==> config.mk <==
export PLATFORM = sky130hd
export DESIGN_NAME = power_switch_sequencer
export DESIGN_NICKNAME = d
export VERILOG_FILES = /design/src/rtl/power_switch_sequencer.sv
export SDC_FILE = /design/constraint.sdc
export NUM_CORES = 1
export LEC_CHECK = 0
export ABC_CLOCK_PERIOD_IN_PS = 3130
export BUFFER_PORTS_ARGS = -buffer_cell sky130_fd_sc_hd__buf_2
export CAP_MARGIN = 10
export CORE_ASPECT_RATIO = 1.4
export CORE_MARGIN = 2
export CORE_UTILIZATION = 60
export CTS_BUF_LIST = sky130_fd_sc_hd__clkbuf_4
export CTS_CLUSTER_SIZE = 30
export DETAILED_ROUTE_END_ITERATION = 10
export HOLD_SLACK_MARGIN = 0.15
export PLACE_DENSITY = 0.88
export RECOVER_POWER = 100
export SLEW_MARGIN = 20
export SYNTH_ARGS = -nofsm -noshare
export SYNTH_HDL_FRONTEND = slang
export SYNTH_SLANG_ARGS = --single-unit
export TNS_END_PERCENT = 10
==> constraint.sdc <==
create_clock -name clk_i -period 3.13 [get_ports clk_i]
set_input_delay 0.626 -clock clk_i [delete_from_list [all_inputs] [get_ports clk_i]]
set_output_delay 0.626 -clock clk_i [all_outputs]
set_load 0.02 [all_outputs]
==> src/rtl/power_switch_sequencer.sv <==
`default_nettype none
// ============================================================================
// power_switch_sequencer: round-robin power-domain on/off sequencer with
// switch-acknowledge timeout. Optional retention states: PSEQ_RETENTION_EN.
// Revision: 1.0
// ============================================================================
module power_switch_sequencer #(
  parameter int NUM_DOMAINS    = 4,
  parameter int TIMEOUT_CYCLES = 255
) (
  input  logic                   clk_i,
  input  logic                   rst_i,
  input  logic [NUM_DOMAINS-1:0] req_valid_i,
  input  logic [NUM_DOMAINS-1:0] req_on_i,
  output logic [NUM_DOMAINS-1:0] req_ready_o,
  output logic [NUM_DOMAINS-1:0] switch_en_o,
  input  logic [NUM_DOMAINS-1:0] switch_ack_i,
  output logic [NUM_DOMAINS-1:0] iso_en_o,
  output logic [NUM_DOMAINS-1:0] clk_en_o,
  output logic [NUM_DOMAINS-1:0] ret_save_o,
  output logic [NUM_DOMAINS-1:0] ret_restore_o,
  output logic [NUM_DOMAINS-1:0] domain_on_o,
  output logic                   busy_o,
  output logic                   done_o,
  output logic                   error_o,
  output logic [2:0]             err_domain_o
);

  localparam logic [3:0] S_IDLE     = 4'd0;
  localparam logic [3:0] S_CLK_OFF  = 4'd1;
  localparam logic [3:0] S_ISO_ON   = 4'd2;
  localparam logic [3:0] S_PWR_OFF  = 4'd4;
  localparam logic [3:0] S_WAIT_OFF = 4'd5;
  localparam logic [3:0] S_PWR_ON   = 4'd6;
  localparam logic [3:0] S_WAIT_ON  = 4'd7;
  localparam logic [3:0] S_ISO_OFF  = 4'd9;
  localparam logic [3:0] S_CLK_ON   = 4'd10;
  localparam logic [3:0] S_DONE     = 4'd11;
`ifdef PSEQ_RETENTION_EN
  localparam logic [3:0] S_SAVE     = 4'd3;
  localparam logic [3:0] S_RESTORE  = 4'd8;
`endif
  localparam logic [7:0]             TIMEOUT_LAST = 8'(TIMEOUT_CYCLES - 1);
  localparam logic [NUM_DOMAINS-1:0] ONE_HOT0     = {{(NUM_DOMAINS-1){1'b0}}, 1'b1};

  logic [3:0]             state, state_next;
  logic [2:0]             sel, rr_ptr, cand, grant_idx;
  logic                   grant_found, grant_on, grant_cur_on, sel_ack, timeout;
  logic [7:0]             valid_ext, wait_cnt;
  logic [NUM_DOMAINS-1:0] grant_mask, sel_mask;
  logic [NUM_DOMAINS-1:0] ready_d, sw_d, iso_d, clk_d, dom_d;
  logic                   done_d, busy_d, err_d;
  logic [2:0]             errdom_d;

  assign valid_ext    = 8'(req_valid_i);
  assign grant_mask   = ONE_HOT0 << grant_idx;
  assign sel_mask     = ONE_HOT0 << sel;
  assign grant_on     = |(req_on_i & grant_mask);
  assign grant_cur_on = |(domain_on_o & grant_mask);
  assign sel_ack      = |(switch_ack_i & sel_mask);
  assign timeout      = (wait_cnt == TIMEOUT_LAST);

  // Descending scan so the candidate closest to rr_ptr is the last writer.
  always_comb begin
    grant_found = 1'b0;
    grant_idx   = 3'd0;
    cand        = 3'd0;
    for (int i = NUM_DOMAINS - 1; i >= 0; i--) begin
      cand = 3'((int'(rr_ptr) + i) % NUM_DOMAINS);
      if (valid_ext[cand]) begin
        grant_found = 1'b1;
        grant_idx   = cand;
      end
    end
  end

  always_comb begin
    state_next = state;
    case (state)
      S_IDLE: begin
        if (grant_found) begin
          if (grant_on == grant_cur_on) state_next = S_DONE;
          else if (grant_on)            state_next = S_PWR_ON;
          else                          state_next = S_CLK_OFF;
        end
      end
      S_CLK_OFF: state_next = S_ISO_ON;
`ifdef PSEQ_RETENTION_EN
      S_ISO_ON:  state_next = S_SAVE;
      S_SAVE:    state_next = S_PWR_OFF;
      S_RESTORE: state_next = S_ISO_OFF;
`else
      S_ISO_ON:  state_next = S_PWR_OFF;
`endif
      S_PWR_OFF: state_next = S_WAIT_OFF;
      S_WAIT_OFF: begin
        if (!sel_ack || timeout) state_next = S_DONE;
      end
      S_PWR_ON: state_next = S_WAIT_ON;
      S_WAIT_ON: begin
`ifdef PSEQ_RETENTION_EN
        if (sel_ack)      state_next = S_RESTORE;
`else
        if (sel_ack)      state_next = S_ISO_OFF;
`endif
        else if (timeout) state_next = S_DONE;
      end
      S_ISO_OFF: state_next = S_CLK_ON;
      S_CLK_ON:  state_next = S_DONE;
      S_DONE:    state_next = S_IDLE;
      default:   state_next = S_IDLE;
    endcase
  end

  // Each state's action lands in the output registers at the edge that leaves it.
  always_comb begin
    ready_d  = '0;
    sw_d     = switch_en_o;
    iso_d    = iso_en_o;
    clk_d    = clk_en_o;
    dom_d    = domain_on_o;
    done_d   = (state == S_DONE);
    busy_d   = (state_next != S_IDLE);
    err_d    = error_o;
    errdom_d = err_domain_o;
    case (state)
      S_IDLE:    if (grant_found) ready_d = grant_mask;
      S_CLK_OFF: clk_d = clk_en_o & ~sel_mask;
      S_ISO_ON:  iso_d = iso_en_o | sel_mask;
      S_PWR_OFF: sw_d  = switch_en_o & ~sel_mask;
      S_PWR_ON:  sw_d  = switch_en_o | sel_mask;
      S_ISO_OFF: iso_d = iso_en_o & ~sel_mask;
      S_CLK_ON: begin
        clk_d = clk_en_o | sel_mask;
        dom_d = domain_on_o | sel_mask;
      end
      S_WAIT_OFF, S_WAIT_ON: begin
        if ((state == S_WAIT_OFF) && !sel_ack) begin
          dom_d = domain_on_o & ~sel_mask;
        end else if (!((state == S_WAIT_ON) && sel_ack) && timeout) begin
          err_d = 1'b1;
          if (!error_o) errdom_d = sel;
        end
      end
      default: ;
    endcase
  end

  always_ff @(posedge clk_i) begin
    if (rst_i) begin
      state        <= S_IDLE;
      rr_ptr       <= 3'd0;
      sel          <= 3'd0;
      wait_cnt     <= 8'd0;
      req_ready_o  <= '0;
      switch_en_o  <= '1;
      iso_en_o     <= '0;
      clk_en_o     <= '1;
      domain_on_o  <= '1;
      done_o       <= 1'b0;
      busy_o       <= 1'b0;
      error_o      <= 1'b0;
      err_domain_o <= 3'd0;
    end else begin
      state <= state_next;
      if ((state == S_IDLE) && grant_found) begin
        sel    <= grant_idx;
        rr_ptr <= 3'((int'(grant_idx) + 1) % NUM_DOMAINS);
      end
      wait_cnt     <= ((state == S_WAIT_OFF) || (state == S_WAIT_ON)) ? wait_cnt + 8'd1 : 8'd0;
      req_ready_o  <= ready_d;
      switch_en_o  <= sw_d;
      iso_en_o     <= iso_d;
      clk_en_o     <= clk_d;
      domain_on_o  <= dom_d;
      done_o       <= done_d;
      busy_o       <= busy_d;
      error_o      <= err_d;
      err_domain_o <= errdom_d;
    end
  end

`ifdef PSEQ_RETENTION_EN
  always_ff @(posedge clk_i) begin
    if (rst_i) begin
      ret_save_o    <= '0;
      ret_restore_o <= '0;
    end else begin
      ret_save_o    <= (state == S_SAVE)    ? sel_mask : '0;
      ret_restore_o <= (state == S_RESTORE) ? sel_mask : '0;
    end
  end
`else
  assign ret_save_o    = '0;
  assign ret_restore_o = '0;
`endif

endmodule
`default_nettype wire

## Yosys cells after proc, flatten, opt, wreduce, memory -nomap -nowiden

Index checks and enable logic that the tools add are counted.

- Output and inout bits: 34
- Memories: 0
- Latch bits: 0
- Register bits after elaboration: 43
- Bits of input ports: 14
- Word-level logic and storage cells: 110
- ROM bits: 0
- Bits in writable memories: 0

- Multipliers: 0
- Div/mod/pow operators: 0
- Add/sub/neg operators: 5
- Mux-type cells: 28
- Shifts and indexed selects: 2
- Reduce and logical (&&, ||, !) cells: 26
- Bitwise logic cells: 20
- Equality and inequality tests: 12
- Magnitude comparators: 4

Operator list:

| operator | number |
|---|---|
| one-hot mux 4 bit (9 select lines) | 1 |
| one-hot mux 4 bit (2 select lines) | 4 |
| bitwise AND 4 bit | 7 |
| 2-to-1 mux 4 bit | 6 |
| == test 4 x 3 -> 1 bit, second input constant | 4 |
| bitwise OR 4 bit | 4 |
| 2-to-1 mux 3 bit | 5 |
| == test 4 bit, second input constant | 3 |
| less-than comparator 3 x 4 -> 1 bit, second input constant | 3 |
| OR reduction 4 bit | 3 |
| OR reduction 2 bit | 5 |
| binary-select mux 1 bit (select 3 bit) | 3 |
| adder 8 x 1 -> 8 bit, second input constant | 1 |
| == test 8 bit, second input constant | 1 |
| 2-to-1 mux 1 bit | 8 |
| nonzero test 2 bit | 4 |
| << shifter 1 x 3 -> 4 bit, first input constant | 2 |
| NOT 1 bit | 5 |
| adder 2 x 1 -> 2 bit, second input constant | 2 |
| adder 2 bit, second input constant | 2 |
| == test 4 x 1 -> 1 bit, second input constant | 1 |
| == test 4 x 2 -> 1 bit, second input constant | 1 |
| logical AND 1 bit | 4 |
| zero test 4 bit | 1 |
| 13 further kinds | 17 |

## Longest topological paths before layout

Gate-level depths: netlist (run 1).

- Depth in word-level cells: 17
- Depth in mapped cells: 9

## Least setup slack after synthesis (run 1)

Ideal clock, no wire load.

- Path kind: input to register
- From: input port req_valid_i[3]
- To: register state[1]
- Arrival time: 2.163 ns
- Path slack: 0.845 ns
- Cell stages on the path: 8
- Data required time: 3.008 ns
- Library setup time: 0.122 ns
- Buffers on the path: 0
- Cells stage by stage: inv_1 a22o_1 a211o_1 ha_1 a22o_1 a211o_1 a211oi_1 o21ai_0

- Cells in the longest elaborated chain, start to end: 13
- Elaborated cells between the ends (all ways): 26
- Those cells by class: eq/ne (1); shift (1); mux (20); bitwise (2); reduce/logical (2)

Ends and longest elaborated chain:

| element | RTL line | RTL |
|---|---|---|
| start, declared | 13 | `input logic [NUM_DOMAINS-1:0] req_valid_i,` |
| binary-select mux 1 bit (select 3 bit) | 70 | `if (valid_ext[cand]) begin` |
| 2-to-1 mux 1 bit (implied by the code) | 70 |  |
| 2-to-1 mux 3 bit (3 in a row) | 70 |  |
| 2-to-1 mux 3 bit (*) | 70 |  |
| << shifter 1 x 3 -> 4 bit (*) | 56 | `assign grant_mask = ONE_HOT0 << grant_idx;` |
| named net grant_mask[0] | 50 | `logic [NUM_DOMAINS-1:0] grant_mask, sel_mask;` |
| bitwise AND 4 bit, on equally long branches | 58, 59 |  |
| OR reduction 4 bit, on equally long branches | 58, 59 |  |
| 2-to-1 mux 3 bit or == test 1 bit (tied branches) | 83, 82 |  |
| 2-to-1 mux 4 bit (*) | 82 | `if (grant_on == grant_cur_on) state_next = S_DONE;` |
| 2-to-1 mux 4 bit (*) | 81 | `if (grant_found) begin` |
| one-hot mux 4 bit (9 select lines) (*) | 79 | `case (state)` |
| end signal, assigned | 165 | `state <= state_next;` |
| end, declared | 46 | `logic [3:0] state, state_next;` |

The timed path passes the listed nets; every way through them passes the cells marked *. The select of a mux whose other input is x is not followed.
A chain may end at the register's enable or synchronous reset.

## Worst setup path after layout (run 1)

- From: register rr_ptr[1]
- To: register state[1]

- Cells in the longest elaborated chain, start to end: 16
- Elaborated cells between the ends (all ways): 35
- Those cells by class: add/sub (3); eq/ne (1); shift (1); mux (20); bitwise (5); reduce/logical (5)

Ends and longest elaborated chain:

| element | RTL line | RTL |
|---|---|---|
| start, declared | 47 | `logic [2:0] sel, rr_ptr, cand, grant_idx;` |
| start signal, assigned | 168 | `rr_ptr <= 3'((int'(grant_idx) + 1) % NUM_DOMAINS);` |
| adder 2 bit | 69 | `cand = 3'((int'(rr_ptr) + i) % NUM_DOMAINS);` |
| OR reduction 2 bit (no line) | -- |  |
| bitwise AND 1 bit (no line) | -- |  |
| binary-select mux 1 bit (select 3 bit) | 70 |  |
| 2-to-1 mux 1 bit (implied by the code) | 70 |  |
| 2-to-1 mux 3 bit (3 in a row) | 70 |  |
| 2-to-1 mux 3 bit (*) | 70 |  |
| named net grant_idx[1] | 47 |  |
| << shifter 1 x 3 -> 4 bit (*) | 56 |  |
| named net grant_mask[3] | 50 |  |
| bitwise AND 4 bit, on equally long branches | 58, 59 |  |
| OR reduction 4 bit, on equally long branches | 58, 59 |  |
| 2-to-1 mux 3 bit or == test 1 bit (tied branches) | 83, 82 |  |
| 2-to-1 mux 4 bit (*) | 82 |  |
| 2-to-1 mux 4 bit (*) | 81 |  |
| one-hot mux 4 bit (9 select lines) (*) | 79 |  |

Marked as above.

==> results of run 1 <==
-- worst max-delay path: stages (launching register included) --
cell and delay (ns):
dfxtp_1 0.44, a21oi_1 0.09, o21ai_0 0.16, o2bb2ai_1 0.24, inv_1 0.12, ha_1 0.24
a22o_1 0.22, a211o_1 0.25, a211oi_1 0.25, o21ai_0 0.11
-- Yosys cell counts, drive strengths merged, types with 4 or more instances --
library cell and instances:
a21oi 21, inv 8, ha 6, buf 11, a211o 4, nand3 5, nand2b 10, nor3 4
a211oi 4, nor2 17, and2 5, nand3b 6, nand2 15, clkbuf 12, o21ai 11, dfxtp 41
-- worst paths after layout --
| kind | startpoint | slack [ns] | cells past startpoint | end |
|---|---|---|---|---|
| max | rr_ptr[1]$_SDFFE_PP0P_ | 0.90 | 9 | state[1]$_SDFF_PP0_ |
| min | register | 0.47 | 2 | register |
| max reg2reg | rr_ptr[1]$_SDFFE_PP0P_ | 0.90 | 9 | state[1]$_SDFF_PP0_ |
| min reg2reg | register | 0.47 | 2 | register |
-- final cells by class --
cell class | instances | share of cell area
Clock buffer | 6 | 0.0199
Clock inverter | 2 | 0.0149
Inverter | 8 | 0.0132
Multi-Input combinational cell | 175 | 0.491
Sequential cell | 41 | 0.362
Tap cell | 40 | 0.0221
Timing Repair Buffer | 40 | 0.0767
-- power breakdown --
| group | switching [mW] | internal, mW | total [mW] |
|---|---|---|---|
| combinational | 0.417 | 0.286 | 0.703 |
| clock | 0.167 | 0.175 | 0.341 |
| sequential | 0.138 | 0.606 | 0.744 |
-- kinds of logic (layout without fill, tap and decap cells) --
group	after synthesis	count (layout)	share of synthesized area
compound gates	71	71	0.232
fa+ha+maj	6	6	0.0363
buf+inv	31	56	0.0775
other cells	1	9	0.00181
flops	41	41	0.397
mux	4	4	0.0254
simple gates	80	80	0.208
xor+xnor	5	5	0.0212
-- metrics by stage --
stage          instances  hold WS, ns   util  area [um^2]
6_report             312        0.472  0.677         2270
2_1_floorplan        247        0.430      -         2100
3_3_place_gp         304        0.445  0.664         2220
5_1_grt              312        0.503  0.677         2270
4_1_cts              312        0.473  0.687         2300
3_5_place_dp         304        0.454  0.664         2220
-- metal layers --
metal / global-route usage / part of all wire / vias up
met5: 0 / 0 / -
met4: 0.120 / 0.020 / 0
met3: 0.0589 / 0.045 / 10
met2: 0.446 / 0.52 / 50
met1: 0.274 / 0.41 / 853
li1: - / - / 907
==> impl_metrics.json, run 1 <==
{
  "status": "completed",
  "post-route-period-util": 0.712,
  "layout_common_cells": "dfxtp_1, clkbuf_1, a21oi_1",
  "seqCellArea_um2": 821,
  "synth_area_leaders": "dfxtp_1, a21oi_1, ha_1, buf_4, nor2_1",
  "fill_cells": 293,
  "drt_iter0_drc": 72,
  "slew_violations": 0,
  "rsz0062_at_grt": "no",
  "cts_max_level": 2,
  "yosysTopAreaCellShare": 0.397,
  "core-area_um2": 3350,
  "leakage_nw": 0.851,
  "io_buffers": 38,
  "fp.dieH_um": 73.4,
  "overflow": 0,
  "synth.distinct_cells": 53,
  "worst_slew_margin_rel": 0.543,
  "tightest_slew_ns": 0.684,
  "start_util": 0.618,
  "grt_pass1_wl_um": 7270,
  "globalplace.congestion": 0.890,
  "grt_use_total": 0.252,
  "die_x_um": 53.6,
  "cts.sinks": 41,
  "dr.pass1.iters": 4,
  "ys_ff_latch": 41,
  "syn_area_um2": 2070,
  "cts_max_path_buffers": 2,
  "multi_input_area_um2": 1110,
  "dp_slack_ns": 0.529,
  "layout_commonest_cell": "dfxtp_1",
  "worstSetupEndpointType": "register",
  "crit_arrival_ns": 2.47,
  "clock_latency_ns": 0.35,
  "clkTransAtPathRegs_ns": 0.11,
  "fin_tns_setup_ns": 0,
  "crit_fanout": 6,
  "synth_warnings": 0,
  "hp-class": "register to register",
  "area_growth_pct": 9.69,
  "cts_buffers": 5,
  "drive_gt1_frac": 0.0993,
  "wire_per_inst_um": 14.1,
  "synth_edf_count": 0,
  "drt-vias-per-instance": 5.83,
  "synth_cells": 239,
  "wl_um": 4390,
  "p_per_area_nw_per_um2": 789,
  "grt_pass1_vias": 1716,
  "async_flop_share": 0,
  "dp_hpwl_um": 3250,
  "max_cap_viol_count": 0,
  "startpoint_type": "register",
  "cts_resized": 0,
  "io_pins": 48,
  "grt_antenna_before_repair": 0,
  "cts_setup_buffers": 0,
  "synth-main-ff-cell": "dfxtp_1",
  "timing.fmax_ghz": 0.449,
  "grt_max_degree": 26,
  "path_class": "register to register",
  "setup_viol": 0,
  "synth_top_area_cell": "dfxtp_1",
  "ir_drop_mv": 0.558,
  "finalPower_mw": 1.79,
  "vias": 1820,
  "diodes": 0,
  "finalClockSkew_ns": 0.00717,
  "rows": 25,
  "die-area_um2": 3940,
  "setup_ws_ns": 0.901,
  "nNetsFinal": 291,
  "antenna_left": 0,
  "cts-root-buf": "clkbuf_4",
  "cts_tree": "yes",
  "min_period_ns": 2.23,
  "yosysSeqAreaShare": 0.397,
  "cts.hold.buffers_added": 0,
  "drc": 0,
  "final_hold_viol_count": 0,
  "cp.required_ns": 3.37,
  "syn_area_per_cell_um2": 8.65
}
Note: power is estimated with default switching activity, not from simulation.
==> inputs of run 2 (changes only) <==
Settings changed: ABC_CLOCK_PERIOD_IN_PS 3130 to 2210, CORE_UTILIZATION 60 to 55, PLACE_DENSITY 0.88 to 0.81.
Clock period 3.13 ns to 2.21 ns, I/O delays scaled along.
==> run 2 against run 1 <==
Maximum frequency rose by 6.0%. Largest cell class unchanged. First-iteration DRC count increased by 17%. Largest power group is now combinational cells. Critical path type unchanged. Highest routed layer unchanged. Register-to-register slack got worse by 0.79 ns.
==> impl_metrics.json, run 2 (synthesis gave the netlist of run 1 again) <==
{
  "status": "completed",
  "whs_ns": 0.466,
  "io_buffers": 38,
  "grt_use_met1": 0.268,
  "clkTransAtPathRegs_ns": 0.12,
  "rows": 26,
  "path_class": "register to register",
  "die-area_um2": 4270,
  "die_x_um": 55.8,
  "dpl_cell_area_um2": 2310,
  "cts_setup_buffers": 0,
  "diodes": 0,
  "drt-vias-per-instance": 5.80,
  "grt_antenna_before_repair": 0,
  "fp.dieH_um": 76.5,
  "clock_latency_ns": 0.35,
  "finalClockSkew_ns": 0.0178,
  "hp-class": "register to register",
  "antenna_left": 0,
  "drc": 0,
  "vias": 1886,
  "layout_commonest_cell": "dfxtp_1",
  "worst_slew_margin_rel": 0.553,
  "drive_gt1_frac": 0.166,
  "overflow": 0,
  "ir_drop_mv": 0.705,
  "crit_arrival_ns": 2.33,
  "grt_use_total": 0.214,
  "tightest_slew_ns": 0.670,
  "dp_hpwl_um": 3340,
  "dr.pass1.iters": 4,
  "cts_tree": "yes",
  "slew_violations": 0,
  "grt_util_met3": 0.0475,
  "io_pins": 48,
  "nNetsFinal": 302,
  "grt_pass1_vias": 1699,
  "cts.sinks": 41,
  "wl_um": 4510,
  "p_per_area_nw_per_um2": 1080,
  "drt_iter0_drc": 84,
  "busiest_layer": "met2",
  "design_area_um2": 2350,
  "timing.fmax_ghz": 0.476,
  "cp.required_ns": 2.44,
  "min_period_ns": 2.10,
  "area_growth_pct": 13.7,
  "layout_common_cells": "dfxtp_1, clkbuf_1, a21oi_1",
  "cts_buffers": 5,
  "grtUsageMet2": 0.354,
  "final_hold_viol_count": 0,
  "post-route-period-util": 0.951,
  "worstSetupEndpointType": "register",
  "cts-root-buf": "clkbuf_4",
  "cts_max_level": 2,
  "setup_viol": 0,
  "grt_pass1_wl_um": 7470,
  "startpoint_type": "register",
  "globalplace.congestion": 0.852,
  "start_util": 0.572,
  "crit_fanout": 4,
  "max_cap_viol_count": 0,
  "grt_max_degree": 26,
  "leakage_nw": 0.887,
  "wire_per_inst_um": 13.9,
  "core-area_um2": 3610,
  "cts_max_path_buffers": 2,
  "finalPower_mw": 2.54
}
## run 2: changes by cell type in the layout (fill, tap and decap cells not counted), sizes merged
| cell | delta |
|---|---|
| buf | +8 |
| clkbuf | +3 |
| bufinv | -1 |
| clkinv | +1 |
## run 2: routing by layer
| layer | vias to the layer above | routed length, um |
|---|---|---|
| li1 | 930 | - |
| met1 | 886 | 1900 |
| met2 | 54 | 2240 |
| met3 | 16 | 241 |
| met4 | 0 | 124 |
| met5 | - | 0 |
## run 2: final timing paths
kind | from | end | slack (ns) | depth (start not counted)
worst max-delay path | rr_ptr[1]$_SDFFE_PP0P_ | state[1]$_SDFF_PP0_ | 0.11 | 9
worst min-delay path | register | register | 0.47 | 2
worst max register to register | rr_ptr[1]$_SDFFE_PP0P_ | state[1]$_SDFF_PP0_ | 0.11 | 9
worst min register to register | register | register | 0.47 | 2
## run 2: repair_timing
item,CTS,global route
hold buffers,0,0
endpoints found under the setup margin,0,4
resized for setup,0,11
## run 2: cell type report
class,count,area [um^2]
repair buffers,51,246
multi-input cells,175,1140
clock buffers,6,45.0
clock inverters,2,10.0
well taps,42,52.6
flip-flops and latches,41,823
inverters,8,30.0
fillers,334,1260
## run 2: stage by stage
step                       util  setup WS [ns]  cells  setup TNS, ns
after floorplan               -          0.109    247              0
after global placement    0.639        -0.0958    317         -0.184
after detailed placement  0.639         -0.146    317         -0.420
after CTS                 0.654         0.0633    325              0
after global routing      0.651        -0.0193    325        -0.0490
final                     0.651          0.108    325              0
## run 2: critical path: stages (launching register included)
cell and delay (ns):
dfxtp_2 0.38, a21oi_1 0.07, o21ai_0 0.22, o2bb2ai_2 0.19
inv_1 0.10, ha_1 0.23, a22o_1 0.23, a211o_1 0.25
a211oi_1 0.22, o21ai_0 0.10
## run 2: power breakdown
group	internal (mW)	switching [mW]	leakage, nW
clock network	0.134	0.239	0.0354
registers	0.863	0.0973	0.334
logic	0.484	0.724	0.518
total	1.48	1.06	0.887
==> inputs of run 3 (changes only) <==
Settings changed: ABC_AREA set to 1, CORE_UTILIZATION 55 to 56, PLACE_DENSITY 0.81 to 0.82.
==> run 3 against run 2 <==
Register-to-register slack lost 0.096 ns. Core utilization grew 3.3 points. Synthesized area grew 6.7%. Routed wire length grew 5.3%. Global-route usage grew 0.32 points. First-iteration DRC count shrank 9.5%. Clock-buffer cell count is the same. Clock skew shrank 0.0065 ns. Highest routed layer unchanged. Cell area grew 12%.
==> impl_metrics.json, run 3 <==
{
  "worstSetupEndpointType": "register",
  "clkTransAtPathRegs_ns": 0.12,
  "rsz0062_at_grt": "yes",
  "die_x_um": 57.0,
  "fin_tns_setup_ns": 0,
  "cts.sinks": 41,
  "setup_viol": 0,
  "crit_arrival_ns": 2.44,
  "cts_max_path_buffers": 2,
  "globalplace.congestion": 0.827,
  "grt_antenna_before_repair": 0,
  "dp_hpwl_um": 3480,
  "die-area_um2": 4460,
  "finalClockSkew_ns": 0.0113,
  "cts_max_level": 2,
  "path_class": "register to register",
  "synth_warnings": 0,
  "finalPower_mw": 3.32,
  "hp-class": "input pin to register",
  "cts-root-buf": "clkbuf_4",
  "status": "completed",
  "grt_pass1_wl_um": 7760,
  "max_cap_viol_count": 0,
  "ys_ff_latch": 41,
  "min_period_ns": 2.20,
  "synth-main-ff-cell": "dfxtp_1",
  "antenna_left": 0,
  "p_per_area_nw_per_um2": 1260,
  "syn_area_um2": 2200,
  "cts_tree": "yes",
  "drt_iter0_drc": 76,
  "synth_top_area_cell": "dfxtp_1",
  "critPathBufInv": 3,
  "cts.hold.buffers_added": 0,
  "ir_drop_mv": 0.870,
  "grt_pass1_vias": 1923,
  "io_pins": 48,
  "dp_slack_ns": -0.153,
  "yosysSeqAreaShare": 0.372,
  "dr.pass1.iters": 4,
  "layout_common_cells": "nand2_1, dfxtp_1, buf_2",
  "dpl_cell_area_um2": 2420,
  "nNetsFinal": 380,
  "max_stage_delay_ns": 0.44,
  "critPathTopFamily": "simple AND/OR/NAND/NOR gates",
  "yosysTopAreaCellShare": 0.372,
  "startpoint_type": "register",
  "vias": 2028,
  "diodes": 0,
  "setup_ws_ns": 0.0120,
  "rows": 27,
  "final_util": 0.685,
  "syn_area_per_cell_um2": 7.02,
  "io_buffers": 38,
  "whs_ns": 0.449,
  "grt_max_degree": 17,
  "drt-vias-per-instance": 5.02,
  "crit_slowest_cell": "dfxtp_4",
  "start_util": 0.572,
  "leakage_nw": 1.23,
  "cts_buffers": 5,
  "timing.fmax_ghz": 0.455,
  "wire_per_inst_um": 11.7,
  "overflow": 0,
  "path_cells": "inv_6 > nand2_2 > nand2_2 > o21ai_1 > nand2_1 > nand2_1 > nand2_2 > inv_4 > ha_4 > nand2_1 > nand2_2 > nor2_4 > buf_6 > nor2_4 > nor2_4 > nor2_4 > nand3_2 > nor2_2 > nor2_1",
  "post-route-period-util": 0.995,
  "final_cells": 404,
  "core-area_um2": 3850,
  "wl_um": 4740,
  "synth.most_common_cell": "nand2_1",
  "cp.required_ns": 2.45,
  "async_flop_share": 0,
  "area_growth_pct": 19.6,
  "layout_commonest_cell": "nand2_1",
  "drc": 0,
  "slew_violations": 0,
  "crit_fanout": 8,
  "synth.distinct_cells": 35,
  "clock_latency_ns": 0.36,
  "drive_gt1_frac": 0.332,
  "dp_cells": 394,
  "synth_common_cells": "nand2_1, dfxtp_1, inv_1, nor2_1",
  "design_area_um2": 2640,
  "grt_use_total": 0.217,
  "fp.dieH_um": 78.2,
  "synth_edf_count": 0,
  "synth_cells": 314,
  "final_hold_viol_count": 0,
  "synth_area_leaders": "dfxtp_1, nand2_1, inv_1, nor2_1, nand3_1"
}
==> run 3: cell types whose count changed after synthesis, moves of 6 or more <==
cell | before | now
inv_2 | 0 | 8
nand2_2 | 0 | 11
nor2_1 | 17 | 32
nand3b_1 | 6 | 0
clkbuf_1 | 11 | 3
nor2_2 | 0 | 6
nand2_1 | 15 | 82
nand2b_1 | 10 | 0
inv_1 | 8 | 32
a21oi_1 | 21 | 15
nand3_1 | 5 | 16
==> run 3: path summary, 6_finish.rpt <==
check                        end  depth (start not counted)              startpoint  slack [ns]
max            busy_o$_SDFF_PP0_                         19  rr_ptr[0]$_SDFFE_PP0P_        0.01
min          state[0]$_SDFF_PP0_                          2                   rst_i        0.45
max reg2reg    busy_o$_SDFF_PP0_                         19  rr_ptr[0]$_SDFFE_PP0P_        0.01
min reg2reg             register                          2                register        0.45
==> run 3: repair_timing <==
item / in CTS / in global routing
endpoints found under the setup margin: 3 / 5
pin swaps: 4 / 20
setup buffers: 1 / 2
gates resized for setup: 24 / 26
==> run 3: worst reg2reg max path: cells and delay by family (launching register included) <==
kind / cells / cell delay, ns
AO/OA/AOI/OAI: 1 / 0.14
adder cells (fa/ha/maj): 1 / 0.14
buffers and inverters: 3 / 0.29
flip-flops: 1 / 0.44
AND/OR/NAND/NOR: 14 / 1.05
==> run 3: power by group <==
group          internal (mW)  switching, mW  leakage (nW)
Combinational          0.747           1.21         0.859
Sequential             0.870          0.122         0.334
Clock                  0.134          0.242        0.0354
==> run 3: logic make-up (layout without fill, tap and decap cells) <==
group / Yosys count / count (layout) / share of synthesized area
other cells: 1 / 9 / 0.00170
compound gates: 44 / 44 / 0.111
xor+xnor: 3 / 3 / 0.0119
buf+inv: 57 / 96 / 0.124
simple gates: 162 / 162 / 0.345
fa+ha+maj: 6 / 6 / 0.0341
flops: 41 / 41 / 0.372
==> run 3: cell type report <==
cell class | instances | area (um^2)
Clock buffer | 6 | 45.0
Clock inverter | 2 | 10.0
Fill cell | 318 | 1210
Inverter | 42 | 168
Multi-Input combinational cell | 224 | 1280
Sequential cell | 41 | 826
Tap cell | 43 | 53.8
Timing Repair Buffer | 46 | 258
==> run 3: per-layer routing <==
metal,global-route usage,part of all wire,up-vias
li1,-,-,1067
met1,0.229,0.41,905
met2,0.414,0.53,45
met3,0.0412,0.039,11
met4,0.0814,0.022,0
met5,0,0,-
